$ cat config.mk
export PLATFORM = sky130hd
export DESIGN_NAME = simon_datapath
export DESIGN_NICKNAME = d
export VERILOG_FILES = /design/src/rtl/simon_pkg.sv /design/src/rtl/simon_pattern_mem.sv /design/src/rtl/simon_datapath.sv
export SDC_FILE = /design/constraint.sdc
export NUM_CORES = 1
export LEC_CHECK = 0
export CAP_MARGIN = 10
export CORE_MARGIN = 2
export CORE_UTILIZATION = 49
export CTS_CLUSTER_DIAMETER = 150
export CTS_CLUSTER_SIZE = 28
export DETAILED_ROUTE_END_ITERATION = 7
export PLACE_DENSITY_LB_ADDON = 0.12
export RECOVER_POWER = 25
export SLEW_MARGIN = 10
export SYNTH_ARGS = -nofsm -noshare
export SYNTH_HDL_FRONTEND = slang
export SYNTH_HIERARCHICAL = 1
export SYNTH_SLANG_ARGS = --single-unit
$ cat constraint.sdc
create_clock -name clk -period 3.5 [get_ports clk]
set_input_delay 0.35 -clock clk [delete_from_list [all_inputs] [get_ports clk]]
set_output_delay 0.35 -clock clk [all_outputs]
set_load 0.02 [all_outputs]
$ cat src/rtl/simon_pkg.sv
// Shared constants and helpers for the Simon game datapath and controller.
package simon_pkg;

  localparam int SIMON_DEPTH  = 64;
  localparam int SIMON_ADDR_W = 6;

  localparam logic [1:0] SEL_PLAYBACK = 2'b00;
  localparam logic [1:0] SEL_REPEAT   = 2'b01;
  localparam logic [1:0] SEL_DONE     = 2'b10;
  localparam logic [1:0] SEL_RSVD     = 2'b11;

  localparam logic LEVEL_EASY = 1'b0;
  localparam logic LEVEL_HARD = 1'b1;

  // Source of the LED drive
  typedef enum logic [1:0] {
    LED_SW  = 2'd0,
    LED_MEM = 2'd1,
    LED_OFF = 2'd2
  } led_mode_e;

  typedef enum logic [2:0] {
    MODE_INPUT    = 3'd0,
    MODE_PLAYBACK = 3'd1,
    MODE_REPEAT   = 3'd2,
    MODE_DONE     = 3'd3,
    MODE_RSVD     = 3'd4
  } mode_e;

  // Easy accepts any non-zero pattern; hard accepts exactly one lit switch.
  function automatic logic pattern_legal(input logic level, input logic [3:0] p);
    logic [3:0] w_low;
    w_low = p & (p - 4'd1);
    if (level == LEVEL_HARD) return (p != 4'd0) && (w_low == 4'd0);
    return p != 4'd0;
  endfunction

endpackage

$ cat src/rtl/simon_pattern_mem.sv
// Pattern storage: one synchronous write port, one asynchronous read port.
module simon_pattern_mem #(
  parameter int DEPTH  = 64,
  parameter int ADDR_W = 6
) (
  input  logic              clk,
  input  logic              i_we,
  input  logic [ADDR_W-1:0] i_waddr,
  input  logic [3:0]        i_wdata,
  input  logic [ADDR_W-1:0] i_raddr,
  output logic [3:0]        o_rdata
);

  logic [3:0] r_mem [DEPTH];

  always_ff @(posedge clk) begin
    if (i_we) r_mem[i_waddr] <= i_wdata;
  end

  assign o_rdata = r_mem[i_raddr];

endmodule

$ cat src/rtl/simon_datapath.sv
// Simon datapath: pattern memory, stored count, playback/repeat pointers and
// the status flags fed back to the controller.
module simon_datapath
  import simon_pkg::*;
#(
  parameter int DEPTH  = SIMON_DEPTH,
  parameter int ADDR_W = SIMON_ADDR_W
) (
  input  logic       clk,
  input  logic       rst,
  input  logic       level,
  input  logic [3:0] pattern,
  input  logic [1:0] select,
  input  logic       w_en,
  input  logic       clrcount,
  output logic       is_legal,
  output logic       play_gt_count,
  output logic       repeat_eq_play,
  output logic       input_eq_pattern,
  output logic [3:0] pattern_leds
);

  localparam logic [ADDR_W:0] L_DEPTH = (ADDR_W+1)'(DEPTH);

  logic [ADDR_W:0]   r_count;
  logic [ADDR_W-1:0] r_play_ptr;
  logic [ADDR_W-1:0] r_rep_ptr;

  mode_e             w_mode;
  led_mode_e         w_led_mode;
  logic [ADDR_W:0]   w_play_nxt;
  logic [ADDR_W:0]   w_rep_nxt;
  logic              w_full;
  logic              w_empty;
  logic              w_we;
  logic [ADDR_W-1:0] w_raddr;
  logic [3:0]        w_rdata;

  always_comb begin
    w_mode = MODE_INPUT;
    if (!w_en) begin
      unique case (select)
        SEL_PLAYBACK: w_mode = MODE_PLAYBACK;
        SEL_REPEAT:   w_mode = MODE_REPEAT;
        SEL_DONE:     w_mode = MODE_DONE;
        default:      w_mode = MODE_RSVD;
      endcase
    end
  end

  // Pointer+1 is evaluated one bit wider so it can reach DEPTH
  assign w_play_nxt = {1'b0, r_play_ptr} + 1'b1;
  assign w_rep_nxt  = {1'b0, r_rep_ptr} + 1'b1;
  assign w_full     = (r_count == L_DEPTH);
  assign w_empty    = (r_count == '0);

  assign is_legal         = pattern_legal(level, pattern);
  assign play_gt_count    = (w_play_nxt >= r_count);
  assign repeat_eq_play   = (w_rep_nxt >= r_count);
  assign input_eq_pattern = (w_mode == MODE_REPEAT) && !w_empty && (pattern == w_rdata);

  assign w_raddr = (w_mode == MODE_REPEAT) ? r_rep_ptr : r_play_ptr;
  assign w_we    = (w_mode == MODE_INPUT) && is_legal && !w_full && !rst && !clrcount;

  simon_pattern_mem #(.DEPTH(DEPTH), .ADDR_W(ADDR_W)) u_mem (
    .clk     (clk),
    .i_we    (w_we),
    .i_waddr (r_count[ADDR_W-1:0]),
    .i_wdata (pattern),
    .i_raddr (w_raddr),
    .o_rdata (w_rdata)
  );

  always_comb begin
    w_led_mode = LED_OFF;
    unique case (w_mode)
      MODE_INPUT, MODE_REPEAT:  w_led_mode = LED_SW;
      MODE_PLAYBACK, MODE_DONE: w_led_mode = LED_MEM;
      default:                  w_led_mode = LED_OFF;
    endcase
  end

  always_comb begin
    pattern_leds = 4'd0;
    unique case (w_led_mode)
      LED_SW:  pattern_leds = pattern;
      LED_MEM: pattern_leds = w_empty ? 4'd0 : w_rdata;
      default: pattern_leds = 4'd0;
    endcase
  end

  always_ff @(posedge clk) begin
    if (rst || clrcount) begin
      r_count    <= '0;
      r_play_ptr <= '0;
      r_rep_ptr  <= '0;
    end else begin
      unique case (w_mode)
        MODE_INPUT: begin
          r_play_ptr <= '0;
          r_rep_ptr  <= '0;
          if (w_we) r_count <= r_count + 1'b1;
        end
        MODE_PLAYBACK: begin
          if (w_play_nxt < r_count) r_play_ptr <= w_play_nxt[ADDR_W-1:0];
        end
        MODE_REPEAT: begin
          if (input_eq_pattern && (w_rep_nxt < r_count)) r_rep_ptr <= w_rep_nxt[ADDR_W-1:0];
        end
        MODE_DONE: begin
          // Endless replay: wrap after the last stored entry
          r_play_ptr <= play_gt_count ? '0 : w_play_nxt[ADDR_W-1:0];
        end
        default: ;
      endcase
    end
  end

endmodule

==> Flow_metrics.wiki, run 1 <==
{| class="wikitable"
! Metric !! Value
|-
| Leakage power total || 0.00467 uW
|-
| Clock latency at the later pin of the worst-skew pair || 500 ps
|-
| Clock transition at the registers of the reported paths || 120 ps
|-
| Unrepaired setup endpoints after global routing || true
|-
| Maximum fanout along the worst path || 13
|-
| Count of H-tree levels built during CTS || 1
|-
| Clock tree from TritonCTS || built
|-
| Most common cell in the synthesized netlist || sky130_fd_sc_hd__edfxtp_1
|-
| Maximum clock insertion buffer count || 3
|-
| Type of origin of the critical path || input pin
|-
| IO Count || 19
|-
| Gpl congestion || 0.837
|-
| Synthesis-stage register bit count || 275
|-
| N_diodes || 0
|-
| Post-synthesis instance area || 12200 um^2
|-
| Count of pins over their slew limit || 0
|-
| Synth-to-layout area growth || 17.3%
|-
| Setup ws final || -443 ps
|-
| Final critical-path share of the clock period || 113%
|-
| Total of endpoints with negative setup slack in the final report || 11
|-
| Violated checks || negative setup slack
|-
| Filler Cell Count || 1871
|-
| R2r worst-path depth || 14
|-
| Final Hold Viols || 0
|-
| DPL Wire Length || 19.9 mm
|-
| Ys Warns || 6
|-
| DRC errors left || 0
|-
| Area of the die || 26100 um^2
|-
| Data arrival at the endpoint of the critical path || 3590 ps
|-
| Post-Synthesis Net Count || 770
|-
| Post-synth ARST share || 0%
|-
| Die width || 161 um
|-
| Crit. End Element || output port
|-
| Dominant synthesized flop cell || sky130_fd_sc_hd__edfxtp_1
|-
| Max rail drop VDD || 328 uV
|-
| Cts hold-fix bufs || 0
|-
| R2R Setup Slk || 110 ps
|-
| Area of the core region || 24300 um^2
|-
| Destination of the worst register-to-register timing path || r_rep_ptr[0]
|-
| Total global-route track usage || 22.7%
|-
| Maximum frequency from static timing analysis || 254 MHz
|-
| Post-route antenna net violation count || 0
|-
| Final Power || 5520 uW
|-
| TritonCTS Buffers || 13
|-
| Cell count after synthesis || 738
|-
| Final nets || 903
|-
| Number of detailed-routing iterations run before antenna repair || 5
|-
| Worst hold-check path type || in2reg
|-
| Cell depth of the worst hold path || 1
|-
| Number of enable-type register cells in the synthesized netlist || 256
|-
| Count of buffers from port buffering || 18
|-
| Reg2reg start || r_play_ptr[0]
|-
| Clock skew after layout || 22.1 ps
|-
| Xor-xnor portion of the synthesized cell area || 0.937%
|-
| Total number of vias || 7201
|-
| Drt first-iter violations || 760
|-
| Cell type contributing the most total cell area after synthesis || sky130_fd_sc_hd__edfxtp_1
|-
| Endpoint required time on the critical path || 3150 ps
|-
| Layout cells sized above 1 || 30.5%
|-
| DP Worst Slack || -1460 ps
|-
| Wire length per cell || 24.5 um
|-
| Pwr Density || 387 nW/um^2
|-
| Total number of clock tree sinks || 275
|-
| Vias in the first global route || 7395
|-
| Fraction of the yosys area taken by sequential cells || 66.4%
|-
| Type of the setup path with the least slack || in2out
|-
| Pin count of the biggest net entering global routing || 67
|-
| Root cell of the clock tree || sky130_fd_sc_hd__clkbuf_16
|-
| Hold worst-path end || u_mem/r_mem[52][0]
|-
| Number of antenna violations at the first check in global routing || 0
|-
| Initial core utilization || 50.0%
|-
| Period minus WS final || 3940 ps
|-
| Adder and majority gate portion of the synthesized area || 2.16%
|-
| Mean Syn Cell Area || 16.5 um^2
|-
| Relative slew slack || 21.0%
|-
| Number of library cell types mapped by synthesis || 70
|-
| Top post-synthesis cells by area || sky130_fd_sc_hd__edfxtp_1 63%, sky130_fd_sc_hd__mux4_2 8.5%, sky130_fd_sc_hd__mux4_1 4.1%
|-
| Run status || finished, violations left
|-
| Chip height || 161 um
|-
| Share of Yosys cell area claimed by the top area cell type || 63.3%
|-
| Number of maximum-capacitance constraint violations || 0
|-
| Num rows || 57
|-
| Synth top cells by count || 256 x sky130_fd_sc_hd__edfxtp_1, 89 x sky130_fd_sc_hd__nor2_1, 46 x sky130_fd_sc_hd__mux4_2
|-
| Simple-gate portion of the synthesized area || 8.71%
|-
| Gr ovfl total || 0
|-
| Compound-gate portion of the synthesized area || 5.19%
|-
| Aggregate routed wire length || 29.3 mm
|-
| Wire length of the first global-routing pass || 44.3 mm
|-
| Least-Margin Pin Slew || 1190 ps
|-
| Average via count per standard cell || 6.01
|-
| Multiplexer fraction of the synthesized cell area || 14.3%
|-
| Hold path startpoint || pattern[0]
|-
| Largest family of logic cells by synthesized area || multiplexers
|}
## worst max path at each step
stage / start / endpoint / slack (ps) / depth (start not counted)
after floorplan: select[0] / r_rep_ptr[0] / -160 / 16
after global placement: select[0] / input_eq_pattern / -1420 / 16
after detailed placement: select[0] / input_eq_pattern / -1460 / 15
after CTS: select[1] / input_eq_pattern / -460 / 16
after global routing: select[1] / input_eq_pattern / -590 / 15
final: select[1] / input_eq_pattern / -440 / 16
## logic make-up (layout without fill, tap and decap cells)
logic type / after synthesis / after routing
compound gates: 81 / 81
xor+xnor: 13 / 13
fa+ha+maj: 21 / 21
buf+inv: 49 / 184
flops: 275 / 275
mux: 84 / 85
simple gates: 215 / 215
## sequential cells by signal, indices dropped and copies added (netlist names)
register / flops
u_mem/r_mem: 256
r_count: 7
r_play_ptr: 6
r_rep_ptr: 6
## critical path: stages
cell	delay [ps]
sky130_fd_sc_hd__buf_8	100
sky130_fd_sc_hd__buf_6	110
sky130_fd_sc_hd__ha_4	150
sky130_fd_sc_hd__nor3_4	170
sky130_fd_sc_hd__nand3b_4	140
sky130_fd_sc_hd__buf_4	160
sky130_fd_sc_hd__mux2_4	380
sky130_fd_sc_hd__buf_12	180
sky130_fd_sc_hd__mux4_2	250
sky130_fd_sc_hd__mux2i_1	70
sky130_fd_sc_hd__mux4_2	460
sky130_fd_sc_hd__o211ai_1	270
sky130_fd_sc_hd__xnor2_1	160
sky130_fd_sc_hd__nand4_1	180
sky130_fd_sc_hd__nor3_4	270
sky130_fd_sc_hd__buf_6	150
## final cells by class
cell class,instances,area [um^2],area share [%]
Timing Repair Buffer,148,1310,9.15
Sequential cell,275,8070,56.6
Multi-Input combinational cell,415,4060,28.5
Tap cell,324,405,2.84
Clock inverter,2,16.3,0.114
Clock buffer,16,337,2.36
Inverter,18,70.1,0.491
## report_power, final
group / internal (uW) / switching, uW / leakage [uW]
clock: 697 / 958 / 0.000168
sequential: 3590 / 4.33 / 0.00245
combinational: 114 / 163 / 0.00205
## routing by layer
layer,global-route usage [%],routed length (um),vias to the layer above
met5,0,0,-
met4,6.86,838,0
met3,3.00,1400,53
met2,37.0,14200,219
met1,32.4,12900,3741
li1,-,-,3188
## cell usage in the layout (no fill, tap or decap), types with 7 or more instances in the layout
cell	n
sky130_fd_sc_hd__nand4_1	7
sky130_fd_sc_hd__buf_6	13
sky130_fd_sc_hd__nand3b_1	9
sky130_fd_sc_hd__mux2i_1	10
sky130_fd_sc_hd__edfxtp_1	256
sky130_fd_sc_hd__nand3_1	20
sky130_fd_sc_hd__nor2_1	89
sky130_fd_sc_hd__dfxtp_1	17
sky130_fd_sc_hd__nand2_1	40
sky130_fd_sc_hd__xnor2_1	8
sky130_fd_sc_hd__mux4_1	13
sky130_fd_sc_hd__clkbuf_16	14
sky130_fd_sc_hd__nor3_1	8
sky130_fd_sc_hd__mux4_2	52
sky130_fd_sc_hd__buf_12	10
sky130_fd_sc_hd__nor2b_1	7
sky130_fd_sc_hd__buf_4	110
sky130_fd_sc_hd__clkbuf_1	8
sky130_fd_sc_hd__inv_1	15
sky130_fd_sc_hd__o21ai_0	7
sky130_fd_sc_hd__nand2b_1	7
sky130_fd_sc_hd__ha_1	18
## per-stage QoR
stage	TNS (ps)	cells	util [%]	hold slack (ps)	instance area, um^2
4_1_cts	-1390	1195	58.2	211	14200
3_3_place_gp	-11390	1163	55.6	491	13500
3_5_place_dp	-12430	1163	55.6	511	13500
6_report	-1670	1198	58.6	355	14300
2_1_floorplan	-1080	738	-	449	12200
5_1_grt	-3010	1198	58.6	355	14300
## timing repair
item | CTS | global route
setup endpoints to repair | 12 | 13
pin swaps | 21 | 17
cloned | 3 | 1
buffers inserted | 12 | 5
gates resized for setup | 77 | 26
Power figures use the tool's default switching activity.
==> run 2, diff against run 1 <==
--- a/config.mk
+++ b/config.mk
@@ -9,7 +9,7 @@
 export CORE_MARGIN = 2
 export CORE_UTILIZATION = 49
 export CTS_CLUSTER_DIAMETER = 150
-export CTS_CLUSTER_SIZE = 28
+export CTS_CLUSTER_SIZE = 8
 export DETAILED_ROUTE_END_ITERATION = 7
 export PLACE_DENSITY_LB_ADDON = 0.12
 export RECOVER_POWER = 25
==> Flow_metrics.wiki, run 2 (same netlist as run 1, synthesis figures left out) <==
{| class="wikitable"
! Metric !! Value
|-
| Number of antenna violations at the first check in global routing || 0
|-
| Clock skew after layout || 13.3 ps
|-
| Area of the die || 26100 um^2
|-
| Wire length of the first global-routing pass || 46.8 mm
|-
| Maximum fanout along the worst path || 7
|-
| Number of maximum-capacitance constraint violations || 0
|-
| Biggest registers after layout || u_mem/r_mem x256, r_count x7
|-
| Reg2reg start || r_play_ptr[0]
|-
| Max FFs per register || 256
|-
| Clock latency at the later pin of the worst-skew pair || 520 ps
|-
| Period minus WS final || 4070 ps
|-
| Final Hold Viols || 0
|-
| Cts hold-fix bufs || 0
|-
| Count of buffers from port buffering || 18
|-
| Post-route setup TNS || -2460 ps
|-
| Sequential group share of total power || 49.4%
|-
| Sum of buffers and inverters on the critical path || 5
|-
| Switching portion of total power || 20.0%
|-
| Worst-path cell chain || buf_8, buf_6, ha_4, nor3_4, nand3b_4, mux2_4, buf_12, buf_12, mux4_2, mux2i_1, mux4_2, o211ai_1, xnor2_1, nand4_1, nor3_4, buf_6
|-
| Run status || finished, violations left
|-
| Clock transition at the registers of the reported paths || 60 ps
|-
| Synth-to-layout area growth || 23.9%
|-
| Total of endpoints with negative setup slack in the final report || 11
|-
| Relative slew slack || 42.2%
|-
| DP Worst Slack || -1460 ps
|-
| Setup ws final || -565 ps
|-
| Max rail drop VDD || 297 uV
|-
| Count of H-tree levels built during CTS || 2
|-
| Clock tree from TritonCTS || built
|-
| Initial core utilization || 50.0%
|-
| Type of the setup path with the least slack || in2out
|-
| Post-route antenna net violation count || 0
|-
| Design Area, Final || 15100 um^2
|-
| R2r worst-path depth || 15
|-
| Delay of the slowest cell on the worst path || 480 ps
|-
| R2R Setup Slk || 30 ps
|-
| Crit. End Element || output port
|-
| Comb pwr share || 3.8%
|-
| Maximum frequency from static timing analysis || 246 MHz
|-
| Register with the highest flop count || u_mem/r_mem
|-
| Final critical-path share of the clock period || 116%
|-
| Root cell of the clock tree || sky130_fd_sc_hd__clkbuf_16
|-
| Chip height || 161 um
|-
| IO Count || 19
|-
| Final nets || 932
|-
| DPL Wire Length || 19.9 mm
|-
| Num rows || 57
|-
| Portion of total power attributed to the clock network || 46.8%
|-
| Gr ovfl total || 0
|-
| Average via count per standard cell || 6.03
|-
| Wire length per cell || 25.0 um
|-
| Most common library cell in the layout ignoring fill and taps || sky130_fd_sc_hd__edfxtp_1
|-
| Final Power || 7300 uW
|-
| Final core utilization || 61.9%
|-
| Endpoint required time on the critical path || 3150 ps
|-
| Placed Area || 13500 um^2
|-
| Count of pins over their slew limit || 0
|-
| Timing startpoint of the critical path || select[1]
|-
| Least-Margin Pin Slew || 868 ps
|-
| Commonest cells after routing, fill and taps aside || 256 x sky130_fd_sc_hd__edfxtp_1, 115 x sky130_fd_sc_hd__buf_4, 88 x sky130_fd_sc_hd__nor2_1
|-
| Worst hold-check path type || in2reg
|-
| Crit path depth || 16
|-
| Layout cells sized above 1 || 33.1%
|-
| Gpl congestion || 0.837
|-
| Vias in the first global route || 7784
|-
| Filler Cell Count || 1749
|-
| Internal portion of total power || 5830 uW
|-
| Area of the core region || 24300 um^2
|-
| Pwr Density || 485 nW/um^2
|-
| Drt first-iter violations || 655
|-
| End of the critical path || input_eq_pattern
|-
| Destination of the worst register-to-register timing path || r_rep_ptr[0]
|-
| Maximum clock insertion buffer count || 3
|-
| Crit path max-delay family || multiplexers
|-
| Unrepaired setup endpoints after global routing || true
|-
| Die width || 161 um
|-
| Aggregate routed wire length || 30.8 mm
|-
| Total number of vias || 7427
|-
| Total global-route track usage || 24.2%
|-
| Leakage power total || 0.00507 uW
|-
| Total number of clock tree sinks || 275
|-
| Data arrival at the endpoint of the critical path || 3720 ps
|-
| Violated checks || negative setup slack
|-
| N_diodes || 0
|-
| Slowest CP cell || sky130_fd_sc_hd__mux4_2
|-
| Type of origin of the critical path || input pin
|-
| Number of detailed-routing iterations run before antenna repair || 5
|-
| Total net switching power || 1460 uW
|-
| DRC errors left || 0
|-
| Pin count of the biggest net entering global routing || 67
|-
| TritonCTS Buffers || 40
|}
[run 2: stage by stage]
step                      std cells  hold WS [ps]
after global placement         1163           491
after detailed placement       1163           511
after CTS                      1230           206
after floorplan                 738           449
final                          1232           267
after global routing           1232           267
[run 2: how the worst min path moves through the flow]
stage                      start  depth (start not counted)            endpoint  slack, ps
floorplan             pattern[0]                          0   u_mem/r_mem[0][0]        450
global placement    r_rep_ptr[5]                          2        r_rep_ptr[5]        490
detailed placement  r_rep_ptr[5]                          2        r_rep_ptr[5]        510
CTS                   pattern[0]                          1  u_mem/r_mem[54][0]        210
global route          pattern[2]                          1  u_mem/r_mem[52][2]        270
finish                pattern[2]                          1  u_mem/r_mem[52][2]        270
[run 2: what timing repair did]
| action | in CTS | in global routing |
|---|---|---|
| setup buffers | 15 | 4 |
| gates resized for setup | 74 | 29 |
| hold endpoints to repair | 0 | 0 |
| pin swaps | 23 | 20 |
| gates cloned | 4 | 0 |
| setup endpoints to repair | 12 | 13 |
[run 2: cell type report]
cell class / instances / area (um^2) / area share [%]
Inverter: 18 / 70.1 / 0.465
Clock buffer: 48 / 1070 / 7.13
Tap cell: 324 / 405 / 2.69
Sequential cell: 275 / 8070 / 53.6
Clock inverter: 2 / 23.8 / 0.158
Timing Repair Buffer: 150 / 1340 / 8.92
Multi-Input combinational cell: 415 / 4070 / 27.1
[run 2: layer usage]
layer	track usage, %	wire (um)	part of all wire [%]	up-vias
met4	8.52	870	2.8	0
met3	4.57	1900	6.2	61
li1	-	-	-	3255
met1	33.3	12900	42	3832
met2	38.9	15200	49	279
met5	0	0	0	-
[run 2: worst register-to-register path: cells and delay by family (launching register included)]
kind                   cells  cell delay (ps)
flip-flops                 1              420
buffers and inverters      5              680
XOR/XNOR                   1              130
multiplexers               3             1060
AND/OR/NAND/NOR            2              290
AO/OA/AOI/OAI              4              810
[run 2: power by group through the flow]
| stage | Sequential [uW] | Combinational, uW | Clock (uW) |
|---|---|---|---|
| CTS | 3600 | 278 | 3460 |
| detailed placement | 3670 | 254 | 0 |
| global placement | 3660 | 245 | 0 |
| floorplan | 3660 | 120 | 0 |
| global route | 3600 | 298 | 3620 |
| finish | 3600 | 277 | 3420 |
==> run 3, diff against run 2 <==
==> constraint.sdc (replaced) <==
create_clock -name clk -period 4.4 [get_ports clk]
set_input_delay 0.44 -clock clk [delete_from_list [all_inputs] [get_ports clk]]
set_output_delay 0.44 -clock clk [all_outputs]
set_load 0.02 [all_outputs]
==> Flow_metrics.wiki, run 3 (same netlist as run 1, synthesis figures left out) <==
{| class="wikitable"
! Metric !! Value
|-
| Biggest registers after layout || u_mem/r_mem x256, r_count x7
|-
| R2R Setup Slk || 900 ps
|-
| Commonest cells after routing, fill and taps aside || 256 x sky130_fd_sc_hd__edfxtp_1, 89 x sky130_fd_sc_hd__nor2_1, 65 x sky130_fd_sc_hd__buf_4
|-
| Worst hold-check path type || in2reg
|-
| Final Hold Viols || 0
|-
| R2r worst-path depth || 13
|-
| DPL Wire Length || 19.0 mm
|-
| Number of antenna violations at the first check in global routing || 2
|-
| Register with the highest flop count || u_mem/r_mem
|-
| Final nets || 876
|-
| Run status || finished, final reports clean
|-
| N_diodes || 0
|-
| Leakage power total || 0.00473 uW
|-
| Maximum clock insertion buffer count || 3
|-
| Num rows || 57
|-
| Initial core utilization || 50.0%
|-
| Area of the die || 26100 um^2
|-
| Count of buffers from port buffering || 18
|-
| Synth-to-layout area growth || 18.7%
|-
| Unrepaired setup endpoints after global routing || false
|-
| Gr ovfl total || 0
|-
| Wire length per cell || 24.6 um
|-
| Final standard cell count with taps included and fillers excluded || 1185
|-
| Total number of clock tree sinks || 275
|-
| Clock transition at the registers of the reported paths || 50 ps
|-
| Cell depth of the worst hold path || 1
|-
| Post-route antenna net violation count || 0
|-
| Wire length of the first global-routing pass || 44.3 mm
|-
| Cts hold-fix bufs || 0
|-
| Total number of vias || 7161
|-
| Number of detailed-routing iterations run before antenna repair || 5
|-
| Data arrival at the endpoint of the critical path || 3780 ps
|-
| Gpl congestion || 0.868
|-
| Relative slew slack || 53.7%
|-
| Average via count per standard cell || 6.04
|-
| IO Count || 19
|-
| Least-Margin Pin Slew || 694 ps
|-
| Vias in the first global route || 7420
|-
| Endpoint required time on the critical path || 3960 ps
|-
| Reg2reg start || r_rep_ptr[0]
|-
| Pwr Density || 402 nW/um^2
|-
| Area of the core region || 24300 um^2
|-
| Max FFs per register || 256
|-
| Clock tree from TritonCTS || built
|-
| Clock skew after layout || 16.6 ps
|-
| Count of H-tree levels built during CTS || 2
|-
| Clock latency at the later pin of the worst-skew pair || 520 ps
|-
| Drt first-iter violations || 777
|-
| Crit. End Element || output port
|-
| Period minus WS final || 4220 ps
|-
| Hold worst-path end || u_mem/r_mem[51][0]
|-
| TritonCTS Buffers || 40
|-
| DRC errors left || 0
|-
| Total global-route track usage || 22.9%
|-
| Count of pins over their slew limit || 0
|-
| Destination of the worst register-to-register timing path || r_rep_ptr[5]
|-
| Root cell of the clock tree || sky130_fd_sc_hd__clkbuf_16
|-
| Design Area, Final || 14400 um^2
|-
| Maximum fanout along the worst path || 7
|-
| Max rail drop VDD || 318 uV
|-
| Final critical-path share of the clock period || 96.0%
|-
| Most common library cell in the layout ignoring fill and taps || sky130_fd_sc_hd__edfxtp_1
|-
| Type of the setup path with the least slack || in2out
|-
| Number of maximum-capacitance constraint violations || 0
|-
| Pin count of the biggest net entering global routing || 67
|-
| Type of origin of the critical path || input pin
|-
| Count of placed standard cells including taps || 1117
|-
| Aggregate routed wire length || 29.1 mm
|-
| Hold path startpoint || pattern[0]
|-
| Total of endpoints with negative setup slack in the final report || 0
|-
| Maximum frequency from static timing analysis || 237 MHz
|-
| Chip height || 161 um
|-
| Layout cells sized above 1 || 25.8%
|-
| Placed Area || 13100 um^2
|-
| Die width || 161 um
|}
## run 3: repair_timing
item | in CTS | in global routing
pin swaps | 9 | 10
endpoints found under the setup margin | 5 | 5
setup buffers | 6 | 0
hold endpoints to repair | 0 | 0
resized for setup | 38 | 20
gates cloned | 3 | 0
## run 3: worst max path at each step
stage	start	to	slack, ps	cells past startpoint
2_1_floorplan	select[0]	input_eq_pattern	520	15
3_3_place_gp	select[0]	input_eq_pattern	-700	15
3_5_place_dp	select[0]	input_eq_pattern	-760	15
4_1_cts	select[1]	input_eq_pattern	20	15
5_1_grt	select[0]	input_eq_pattern	20	15
6_report	select[0]	pattern_leds[2]	180	15
## run 3: layout make-up
cell class	instances	area, um^2
fillers	1826	9890
clock inverters	2	23.8
multi-input cells	415	3920
inverters	18	67.6
repair buffers	94	833
clock buffers	57	1110
flip-flops and latches	275	8070
well taps	324	405
## run 3: where the power goes
group / internal, uW / total (uW) / switching [uW]
registers: 2860 / 2870 / 3.62
clock network: 1720 / 2750 / 1030
logic: 70.0 / 188 / 118
## run 3: worst max-delay path, stage by stage
cell	delay [ps]
sky130_fd_sc_hd__clkbuf_2	130
sky130_fd_sc_hd__inv_2	60
sky130_fd_sc_hd__ha_2	200
sky130_fd_sc_hd__nor3_4	210
sky130_fd_sc_hd__nand3b_4	150
sky130_fd_sc_hd__mux2_4	440
sky130_fd_sc_hd__buf_12	170
sky130_fd_sc_hd__buf_16	130
sky130_fd_sc_hd__mux4_2	430
sky130_fd_sc_hd__a22oi_2	210
sky130_fd_sc_hd__nand2_2	100
sky130_fd_sc_hd__a221o_1	380
sky130_fd_sc_hd__buf_4	160
sky130_fd_sc_hd__a22o_1	230
sky130_fd_sc_hd__dlygate4sd2_1	320
## run 3: routing by layer
layer	up-vias	routed length, um	global-route usage (%)
met3	67	1650	4.67
li1	3159	-	-
met4	0	823	8.00
met1	3691	12400	31.0
met5	-	0	0
met2	244	14300	37.5
## run 3: through the flow
stage	setup WS, ps	total power (uW)	util, %	hold WS (ps)	setup TNS (ps)
after CTS	22.1	5870	59.2	241	0
after floorplan	516	3000	-	466	0
after detailed placement	-757	3100	53.7	513	-3860
after global routing	19.2	6000	59.3	373	0
after global placement	-704	3090	53.7	494	-3160
final	176	5800	59.3	349	0
